==> config.mk <==
export PLATFORM = sky130hd
export DESIGN_NAME = config_bus_writer
export DESIGN_NICKNAME = d
export VERILOG_FILES = /design/src/rtl/config_bus_writer.sv
export SDC_FILE = /design/constraint.sdc
export NUM_CORES = 1
export LEC_CHECK = 0
export ABC_AREA = 1
export CAP_MARGIN = 20
export CORE_AREA = 2 2 229 231
export DETAILED_ROUTE_END_ITERATION = 6
export DIE_AREA = 0 0 231 233
export PLACE_DENSITY_LB_ADDON = 0.1
export SLEW_MARGIN = 10
export SYNTH_ARGS = -nofsm -noshare
export SYNTH_HDL_FRONTEND = slang
export SYNTH_SLANG_ARGS = --single-unit
==> constraint.sdc <==
create_clock -name aclk -period 1.8 [get_ports aclk]
set_input_delay 0.27 -clock aclk [delete_from_list [all_inputs] [get_ports aclk]]
set_output_delay 0.27 -clock aclk [all_outputs]
set_load 0.1 [all_outputs]
==> src/rtl/config_bus_writer.sv <==
// config_bus_writer
//   Producer side of the PL configuration bus. Collects a framed 32-bit word
//   stream (address word, then up to DATA_WORDS data words) and publishes it
//   on config_addr/config_data. Data is settled first. The address is then
//   driven for HOLD_CYCLES cycles and returns to IDLE_ADDR, so decoders latch
//   each frame only once.
//
//   Optional build macro: CONFIG_BUS_FRAME_COUNT_EN adds the frame_count
//   output. It counts the frames that were actually driven on the bus.
//
// Ports
//   aclk, aresetn   clock, asynchronous active-low reset
//   s_axis_tdata    stream word (address word, then data words)
//   s_axis_tvalid   word valid
//   s_axis_tready   word accepted when tvalid & tready at a rising edge
//   s_axis_tlast    final word of a frame
//   config_addr     bus address, IDLE_ADDR unless publishing
//   config_data     bus data, word k at [32k+31:32k]
//   busy            frame in progress (collect, publish or gap)
//   err_overflow    sticky: frame carried more than DATA_WORDS data words
//   err_addr        sticky: frame address equalled IDLE_ADDR
//   clear_err       synchronous clear of both sticky flags (a set wins)
//   frame_count     (macro only) number of frames driven, wraps at 2^32
module config_bus_writer #(
    parameter int unsigned DATA_WORDS  = 16,
    parameter int unsigned HOLD_CYCLES = 2,
    parameter logic [31:0] IDLE_ADDR   = 32'h0000_0000
) (
    input  logic                       aclk,
    input  logic                       aresetn,
    input  logic [31:0]                s_axis_tdata,
    input  logic                       s_axis_tvalid,
    output logic                       s_axis_tready,
    input  logic                       s_axis_tlast,
    output logic [31:0]                config_addr,
    output logic [32*DATA_WORDS-1:0]   config_data,
    output logic                       busy,
    output logic                       err_overflow,
    output logic                       err_addr,
    input  logic                       clear_err
`ifdef CONFIG_BUS_FRAME_COUNT_EN
    ,
    output logic [31:0]                frame_count
`endif
);

    localparam int unsigned IDX_W = $clog2(DATA_WORDS + 1);
    localparam int unsigned CNT_W = (HOLD_CYCLES > 1) ? $clog2(HOLD_CYCLES) : 1;

    typedef enum logic [1:0] {
        S_IDLE,
        S_COLLECT,
        S_PUBLISH,
        S_GAP
    } state_t;

    state_t                     r_state;
    logic [31:0]                r_addr_pend;
    logic [IDX_W-1:0]           r_idx;
    logic [CNT_W-1:0]           r_hold;
    logic                       r_tready;
    logic [31:0]                r_config_addr;
    logic [32*DATA_WORDS-1:0]   r_config_data;
    logic                       r_busy;
    logic                       r_err_ovf;
    logic                       r_err_addr;
`ifdef CONFIG_BUS_FRAME_COUNT_EN
    logic [31:0]                r_frame_count;
`endif

    logic w_accept;

    assign w_accept      = s_axis_tvalid & r_tready;
    assign s_axis_tready = r_tready;
    assign config_addr   = r_config_addr;
    assign config_data   = r_config_data;
    assign busy          = r_busy;
    assign err_overflow  = r_err_ovf;
    assign err_addr      = r_err_addr;
`ifdef CONFIG_BUS_FRAME_COUNT_EN
    assign frame_count   = r_frame_count;
`endif

    always_ff @(posedge aclk or negedge aresetn) begin
        if (!aresetn) begin
            r_state       <= S_IDLE;
            r_addr_pend   <= IDLE_ADDR;
            r_idx         <= '0;
            r_hold        <= '0;
            r_tready      <= 1'b0;
            r_config_addr <= IDLE_ADDR;
            r_config_data <= '0;
            r_busy        <= 1'b0;
            r_err_ovf     <= 1'b0;
            r_err_addr    <= 1'b0;
`ifdef CONFIG_BUS_FRAME_COUNT_EN
            r_frame_count <= '0;
`endif
        end else begin
            // Clear first; any set later in this block overrides it.
            if (clear_err) begin
                r_err_ovf  <= 1'b0;
                r_err_addr <= 1'b0;
            end

            case (r_state)
                S_IDLE: begin
                    r_tready <= 1'b1;
                    if (w_accept) begin
                        r_addr_pend   <= s_axis_tdata;
                        r_config_data <= '0;
                        r_idx         <= '0;
                        r_hold        <= '0;
                        r_busy        <= 1'b1;
                        if (s_axis_tlast) begin
                            r_state  <= S_PUBLISH;
                            r_tready <= 1'b0;
                        end else begin
                            r_state  <= S_COLLECT;
                        end
                    end
                end

                S_COLLECT: begin
                    if (w_accept) begin
                        // The index saturates at DATA_WORDS; excess words are dropped.
                        if (r_idx < IDX_W'(DATA_WORDS)) begin
                            for (int unsigned k = 0; k < DATA_WORDS; k++) begin
                                if (r_idx == IDX_W'(k))
                                    r_config_data[32*k +: 32] <= s_axis_tdata;
                            end
                            r_idx <= r_idx + 1'b1;
                        end else begin
                            r_err_ovf <= 1'b1;
                        end
                        if (s_axis_tlast) begin
                            r_state  <= S_PUBLISH;
                            r_tready <= 1'b0;
                            r_hold   <= '0;
                        end
                    end
                end

                S_PUBLISH: begin
                    if (r_addr_pend == IDLE_ADDR) begin
                        r_err_addr <= 1'b1;
                        r_state    <= S_GAP;
                    end else begin
                        r_config_addr <= r_addr_pend;
`ifdef CONFIG_BUS_FRAME_COUNT_EN
                        if (r_hold == '0)
                            r_frame_count <= r_frame_count + 32'd1;
`endif
                        if (r_hold == CNT_W'(HOLD_CYCLES - 1))
                            r_state <= S_GAP;
                        else
                            r_hold  <= r_hold + 1'b1;
                    end
                end

                S_GAP: begin
                    // The edge leaving GAP restores the idle address and reopens the stream.
                    r_config_addr <= IDLE_ADDR;
                    r_state       <= S_IDLE;
                    r_tready      <= 1'b1;
                    r_busy        <= 1'b0;
                end

                default: begin
                    r_state <= S_IDLE;
                end
            endcase
        end
    end

endmodule

==> results of run 1 <==
[path summary, 6_finish.rpt]
path | to | slack (ns)
max in group asynchronous | config_data[117] | 0.86
worst max register to register | config_data[365] | -0.02
worst min-delay path | config_data[28] | 0.12
min in group aclk | r_addr_pend[22] | 0.28
worst min register to register | config_addr[10] | 0.47
worst max-delay path | config_data[365] | -0.02
[sequential cells by signal (all words and copies together), names as in the netlist]
signal         flops
err_overflow       1
r_addr_pend       32
r_state            2
s_axis_tready      1
busy               1
config_data      512
config_addr       32
r_idx              5
err_addr           1
r_hold             1
[cell type report]
class / instances / area share, %
Clock buffer: 84 / 5.557
Clock inverter: 26 / 0.8795
Inverter: 43 / 0.5245
Sequential cell: 588 / 46.40
Timing Repair Buffer: 765 / 23.16
Tap cell: 680 / 2.682
Multi-Input combinational cell: 1338 / 20.80
[per-stage QoR]
step           hold slack [ns]  instance area [µm²]  utilization, %
6_report                0.1180                31730           62.09
5_1_grt                 0.1175                31730           62.09
4_1_cts                 0.1033                30410           59.52
3_5_place_dp            0.1679                28340           55.46
3_3_place_gp            0.1654                28340           55.46
2_1_floorplan         -0.02559                22290               -
[metal layers]
| layer | wire, µm | vias to the layer above |
|---|---|---|
| met5 | 0 | - |
| met4 | 3028 | 0 |
| met3 | 6445 | 152 |
| met2 | 38870 | 723 |
| met1 | 32740 | 9120 |
| li1 | - | 8325 |
[cell families after synthesis]
family,Yosys count,share of synthesized area (%)
DFF,588,66.02
adders and majority gates,10,0.5614
AOI/OAI and AO/OA,567,13.20
buffers and inverters,194,6.287
muxes,8,0.4042
and+or+nand+nor,753,13.53
[worst reg2reg max path: cells and delay by family, from the launching register on]
family | cells | cell delay [ns]
buffers and inverters | 3 | 0.62
flip-flops | 1 | 0.39
AO/OA/AOI/OAI | 2 | 0.30
AND/OR/NAND/NOR | 2 | 0.25
adder cells (fa/ha/maj) | 1 | 0.20
[Yosys cell counts]
master    number  area, µm²
a21oi_1       30      150.1
buf_1          3      11.26
buf_12         1      20.02
buf_2         14      70.07
buf_4         19      142.6
buf_6         75      844.6
clkbuf_1      37      138.9
clkbuf_2       2      10.01
dfrtp_1      588      14710
ha_1          10      125.1
inv_1         39      146.4
inv_2          3      11.26
inv_4          1      6.260
mux2_2         8      90.09
nand2_1      649       2436
nand2_2        2      12.51
nand2_4       15      168.9
nand3_1       38      190.2
nand4_1        1      6.260
nor2_1        40      150.1
nor2_2         2      12.51
nor2_4         1      11.26
nor3_1         3      15.01
nor3b_1        1      7.510
o21a_1         2      15.01
o21ai_0       51      255.2
o21ai_1      459       2297
o21ai_2       23      201.4
o21ai_4        1      16.27
o22ai_1        1      6.260
or2_1          1      6.260
[repair_timing]
item,CTS,global route
setup endpoints to repair,92,533
gates cloned,0,38
setup buffers,1,5
pin swaps,1,4
hold buffers,1,0
gates resized for setup,6,150
hold endpoints to repair,256,0
==> impl_metrics.tcl, run 1 <==
set metrics [dict create \
    cts_tree "done" \
    portBuffers 584 \
    num_rows 83 \
    initialDrtViolationCount 1464 \
    post-place-cells 3369 \
    viasPerCell 5.199 \
    drc 0 \
    cp.depth 8 \
    die_w_um 231 \
    cp.arrival_ns 2.37 \
    n_antenna_cell 0 \
    antenna_found_initial 0 \
    start_util_pct 43.62 \
    layout.nets 2843 \
    grt_overflow_total 0 \
    grt.total_usage_pct 27.29 \
    place_congestion 0.8353 \
    reg2reg_depth 8 \
    cp_num_buf_inv 3 \
    drive_gt1_share_pct 34.28 \
    end_kind "flip-flop" \
    design.die.area_mm2 0.05382 \
    setup_viol 7 \
    run_status "finished, violations left" \
    core_region_area_mm2 0.05109 \
    syn_inst 2120 \
    dp_hpwl_um 53670 \
    wirelength_um 81080 \
    slowest_delay_ns 0.39 \
    critPathLaunch "r_state[1]" \
    layout_setup_ws_ns -0.02314 \
    synthesis.area_mm2 0.02229 \
    clk_latency_ns 0.63 \
    top_usage_layer "met2" \
    nFillCells 4274 \
    hold_violations 0 \
    met3_usage_pct 7.365 \
    maxCapViolCount 0 \
    htreeDepth 2 \
    rsz0062_at_grt "true" \
    ys.warnings.count 0 \
    design.portCount 585 \
    die_h_um 233 \
    grt_pass1_wl_um 110300 \
    crit_path_top_delay_cell "dfrtp_1" \
    met1_usage_pct 34.11 \
    fmax_mhz 548.5 \
    routedWlPerCell_um 23.01 \
    cts_sinks 588 \
    root_buffer "clkbuf_16" \
    postSynthNetCount 2167 \
    path_clk_slew_ns 0.06 \
    gr-usage-met2_pct 45.00 \
    ant_nets 0 \
    crit_family "buffers and inverters" \
    grt_pass1_vias 17340 \
    vias 18320 \
    hold_path_class "input pin to async pin" \
    syn2layout_area_growth_pct 42.34 \
    crit_chain "inv_2, ha_4, buf_4, o21ai_1, nand2_4, buf_4, nand2_1, o21ai_1" \
    regArea_mm2 0.01472 \
    dr.pass1.iters 5 \
    grt_max_degree 60 \
    numCtsBuffers 60 \
    avgSynthCellArea_um2 10.51 \
    synth_seq_cells 588 \
    layout.cells.non_filler 3524 \
    layout_commonest_cell "buf_4" \
    fin_tns_setup_ns -0.06170 \
    seq_area_frac_synth_pct 66.02 \
    finalClockSkew_ns 0.01891 \
    cts_buffer_depth 3 \
    start_kind "flip-flop" \
    r2r-start "r_state[1]" \
    final_cell_mix "buf_4 (610), nand2_1 (604), dfrtp_1 (586), o21ai_1 (463), clkbuf_16 (90)" \
    required_ns 2.34 \
    dp_slack_ns -0.04021 \
    violations "negative setup slack" \
    drv_slew 0 \
    fin_crit_sh_pct 101.3 \
    fin_crit_ns 1.823 \
    crit_path_max_fanout 18 \
    tightest_slew_ns 0.3585 \
    slew-limit-headroom_pct 76.10 \
    crit_type "flip-flop to flip-flop" \
    synth_cell_types 31 \
    multi_input_area_mm2 0.006600 \
]
Power of run 1 is left out: the tool's default activity adds up to more than one toggle a clock period on the data nets, which glitch-free logic cannot reach.
==> inputs of run 2 (changes only) <==
- CORE_AREA: 2 2 229 231 -> 2 2 263 200
- DIE_AREA: 0 0 231 233 -> 0 0 265 202
- SLEW_MARGIN: 10 -> 0
==> impl_metrics.tcl, run 2 (same netlist as run 1, synthesis figures left out) <==
set metrics [dict create \
    r2r_end "config_data[429]" \
    cts_tree "done" \
    ant_nets 0 \
    routedWlPerCell_um 22.25 \
    layout_commonest_cell "nand2_1" \
    final_cell_mix "nand2_1 (637), buf_4 (636), dfrtp_1 (586), o21ai_1 (452), clkbuf_16 (68)" \
    start_util_pct 43.71 \
    cts_sinks 588 \
    drc 0 \
    grt_pass1_wl_um 114200 \
    crit_type "flip-flop to flip-flop" \
    largest_register_ffs 512 \
    path_clk_slew_ns 0.07 \
    hold_path_class "input pin to async pin" \
    maxCapViolCount 0 \
    numCtsBuffers 56 \
    top_usage_layer "met2" \
    slew-limit-headroom_pct 69.00 \
    end_kind "flip-flop" \
    layout_setup_ws_ns -0.03620 \
    gr-usage-met2_pct 44.52 \
    drive_gt1_share_pct 31.86 \
    fin_tns_setup_ns -1.240 \
    fin_crit_sh_pct 102.0 \
    grt.total_usage_pct 28.25 \
    core_region_area_mm2 0.05099 \
    dp_slack_ns -0.07638 \
    nFillCells 4293 \
    portBuffers 584 \
    tightest_slew_ns 0.4650 \
    fmax_mhz 544.6 \
    htreeDepth 2 \
    cts_buffer_depth 3 \
    met1_usage_pct 38.10 \
    slowest_delay_ns 0.39 \
    drv_slew 0 \
    initialDrtViolationCount 1548 \
    fin_crit_ns 1.836 \
    hold_violations 0 \
    reg2reg_depth 11 \
    wirelength_um 77820 \
    die_h_um 202 \
    grt_max_degree 76 \
    place_congestion 0.8847 \
    crit_path_max_fanout 10 \
    crit_family "buffers and inverters" \
    run_status "finished, violations left" \
    cp.arrival_ns 2.31 \
    design.portCount 585 \
    viasPerCell 5.206 \
    met3_usage_pct 7.225 \
    crit_chain "inv_2, ha_4, nand2_4, inv_2, nor2_4, nand2_4, clkinvlp_4, buf_6, nand2_8, clkbuf_16, o21ai_1" \
    setup_viol 97 \
    clk_latency_ns 0.61 \
    required_ns 2.28 \
    violations "negative setup slack" \
    syn2layout_area_growth_pct 38.36 \
    dr.pass1.iters 5 \
    start_kind "flip-flop" \
    vias 18210 \
    grt_overflow_total 0 \
    r2r-start "r_state[1]" \
    design.die.area_mm2 0.05353 \
    grt_pass1_vias 17600 \
    dp_hpwl_um 53150 \
    crit_path_top_delay_cell "dfrtp_1" \
    rsz0062_at_grt "true" \
    layout.nets 2833 \
    finalClockSkew_ns 0.01739 \
    antenna_found_initial 3 \
    num_rows 72 \
    cp_num_buf_inv 5 \
    r2r_setup_slack_ns -0.04 \
    die_w_um 265 \
    root_buffer "clkbuf_16" \
]
==> run 2: cell count changes in the layout (fill, tap and decap cells not counted), sizes merged <==
cell | previous run | this run
clkinv | 17 | 10
buf | 700 | 711
inv | 45 | 43
clkinvlp | 2 | 5
clkbuf | 113 | 92
diode | 0 | 3
==> run 2: metrics by stage <==
stage	utilization (%)	cells	hold slack, ns	area [µm²]
final	60.48	3497	0.1187	30840
after floorplan	-	2120	-0.02559	22290
after global placement	55.30	3367	0.1702	28200
after CTS	59.49	3478	0.1012	30330
after detailed placement	55.30	3367	0.1724	28200
after global routing	60.48	3497	0.1349	30840
==> run 2: per-layer routing <==
metal,wire [µm],part of all wire [%]
met3,6031,7.7
met2,36300,47
met1,32860,42
met5,0,0
met4,2629,3.4
==> run 2: worst max-delay path by stage <==
stage / startpoint / cells past startpoint / to / slack [ns]
finish: r_state[1] / 11 / config_data[429] / -0.04
global route: r_state[0] / 11 / config_data[392] / -0.13
CTS: r_state[0] / 11 / config_data[25] / -0.01
detailed placement: r_idx[0] / 8 / config_data[285] / -0.08
global placement: r_idx[0] / 8 / config_data[285] / -0.05
floorplan: r_state[1] / 13 / config_data[134] / 0.01
==> run 2: cell type report <==
class	count	area [µm²]	share of cell area (%)
sequential	588	14720	47.73
timing repair buffer	758	6863	22.25
multi-input combinational	1338	6386	20.71
clock buffer	81	1617	5.242
tap	666	833.3	2.702
clock inverter	19	241.5	0.7831
inverter	43	163.9	0.5315
timing repair inverter	1	7.507	0.02434
antenna	3	7.507	0.02434
==> run 2: timing repair <==
action,4_1_cts,5_1_grt
hold buffers,1,0
setup endpoints to repair,354,545
hold endpoints to repair,376,0
gates resized for setup,27,49
pin swaps,1,2
gates cloned,7,13
setup buffers,3,3
Power of run 2 is left out for the same reason.
==> inputs of run 3 (changes only) <==
- CAP_MARGIN: 20 -> default
- REMOVE_ABC_BUFFERS: default -> 1
==> impl_metrics.tcl, run 3 (same netlist as run 1, synthesis figures left out) <==
set metrics [dict create \
    run_status "finished, violations left" \
    violations "negative setup slack" \
    fin_crit_sh_pct 105.6 \
    core_region_area_mm2 0.05099 \
    num_rows 72 \
    fmax_mhz 525.9 \
    cts_sinks 588 \
    dpl_cell_area_mm2 0.02844 \
    dp_hpwl_um 54500 \
    largest_register_ffs 512 \
    end_kind "flip-flop" \
    layout.cells.non_filler 3503 \
    place_congestion 0.8714 \
    die_h_um 202 \
    path_clk_slew_ns 0.07 \
    dr.pass1.iters 5 \
    numCtsBuffers 57 \
    design.portCount 585 \
    drv_slew 0 \
    drc 0 \
    die_w_um 265 \
    grt_overflow_total 0 \
    layout.nets 2833 \
    viasPerCell 5.264 \
    htreeDepth 2 \
    maxCapViolCount 0 \
    design.die.area_mm2 0.05353 \
    fin_crit_ns 1.901 \
    tightest_slew_ns 0.4850 \
    portBuffers 584 \
    grt_max_degree 81 \
    hold_violations 0 \
    nFillCells 4195 \
    routedWlPerCell_um 23.65 \
    syn2layout_area_growth_pct 41.80 \
    crit_type "flip-flop to flip-flop" \
    grt.total_usage_pct 28.77 \
    ant_nets 0 \
    grt_pass1_wl_um 115800 \
    setup_viol 168 \
    rsz0062_at_grt "true" \
    grt_pass1_vias 17880 \
    cts_tree "done" \
    antenna_found_initial 10 \
    required_ns 2.27 \
    start_kind "flip-flop" \
    initialDrtViolationCount 1733 \
    final_cell_mix "buf_4 (608), dfrtp_1 (587), nand2_1 (585), o21ai_1 (448), buf_12 (83)" \
    layout_setup_ws_ns -0.1014 \
    wirelength_um 82860 \
    clk_latency_ns 0.61 \
    post-place-cells 3359 \
    layout_commonest_cell "buf_4" \
    cp.arrival_ns 2.38 \
    root_buffer "clkbuf_16" \
    slew-limit-headroom_pct 67.66 \
    finalClockSkew_ns 0.02269 \
    hold_path_class "input pin to async pin" \
    crit_path_max_fanout 6 \
    cts_buffer_depth 3 \
    start_util_pct 43.71 \
    design_area_mm2 0.03161 \
    drive_gt1_share_pct 34.22 \
    vias 18440 \
]
run 3: per-stage QoR:
stage	hold WS [ns]	worst slack [ns]	TNS (ns)	utilization, %
after CTS	0.1318	-0.04535	-0.1258	59.94
after detailed placement	0.1686	-0.07894	-9.603	55.77
after global routing	0.1421	-0.1600	-29.07	61.97
final	0.1432	-0.1014	-6.531	61.99
after floorplan	-0.02559	-1.064	-553.98	-
after global placement	0.1684	-0.04799	-3.659	55.77
run 3: path summary, 6_finish.rpt:
path                                  start               end  slack [ns]  depth (start not counted)
max                              r_state[1]  config_data[231]       -0.10                         12
min                                 aresetn  config_data[269]        0.14                          2
max reg2reg                      r_state[1]  config_data[231]       -0.10                         12
min reg2reg                  r_addr_pend[5]    config_addr[5]        0.46                          2
max in group asynchronous           aresetn  config_data[132]        0.79                          4
min in group aclk          s_axis_tdata[11]   r_addr_pend[11]        0.28                          3
run 3: per-layer routing:
| layer | global-route usage (%) | wire length [µm] |
|---|---|---|
| met5 | 0 | 44 |
| met4 | 8.172 | 2281 |
| met2 | 44.34 | 37700 |
| met3 | 7.444 | 7014 |
| met1 | 40.48 | 35820 |
run 3: final cells by class:
cell class / instances / area (µm²) / area share, %
diodes: 8 / 20.02 / 0.06334
clock buffers: 91 / 1777 / 5.621
well taps: 666 / 833.3 / 2.636
clock inverters: 11 / 187.7 / 0.5938
flip-flops and latches: 588 / 14720 / 46.56
multi-input cells: 1340 / 6720 / 21.26
inverters: 43 / 166.4 / 0.5265
repair buffers: 756 / 7187 / 22.74
run 3: worst max-delay path, stage by stage (launching register included):
cell       delay [ns]
dfrtp_1          0.39
inv_2            0.13
ha_4             0.20
nor2_4           0.06
nor2_4           0.08
nand2_2          0.08
inv_4            0.11
buf_6            0.12
buf_12           0.15
nand2_8          0.12
clkbuf_16        0.22
nand2_2          0.06
o21ai_1          0.05
run 3: what timing repair did:
action,CTS,global route
setup buffers,6,4
hold buffers,1,0
cloned,2,22
pin swaps,2,4
hold endpoints to repair,272,0
endpoints found under the setup margin,199,514
gates resized for setup,8,158
Power of run 3 is left out for the same reason.
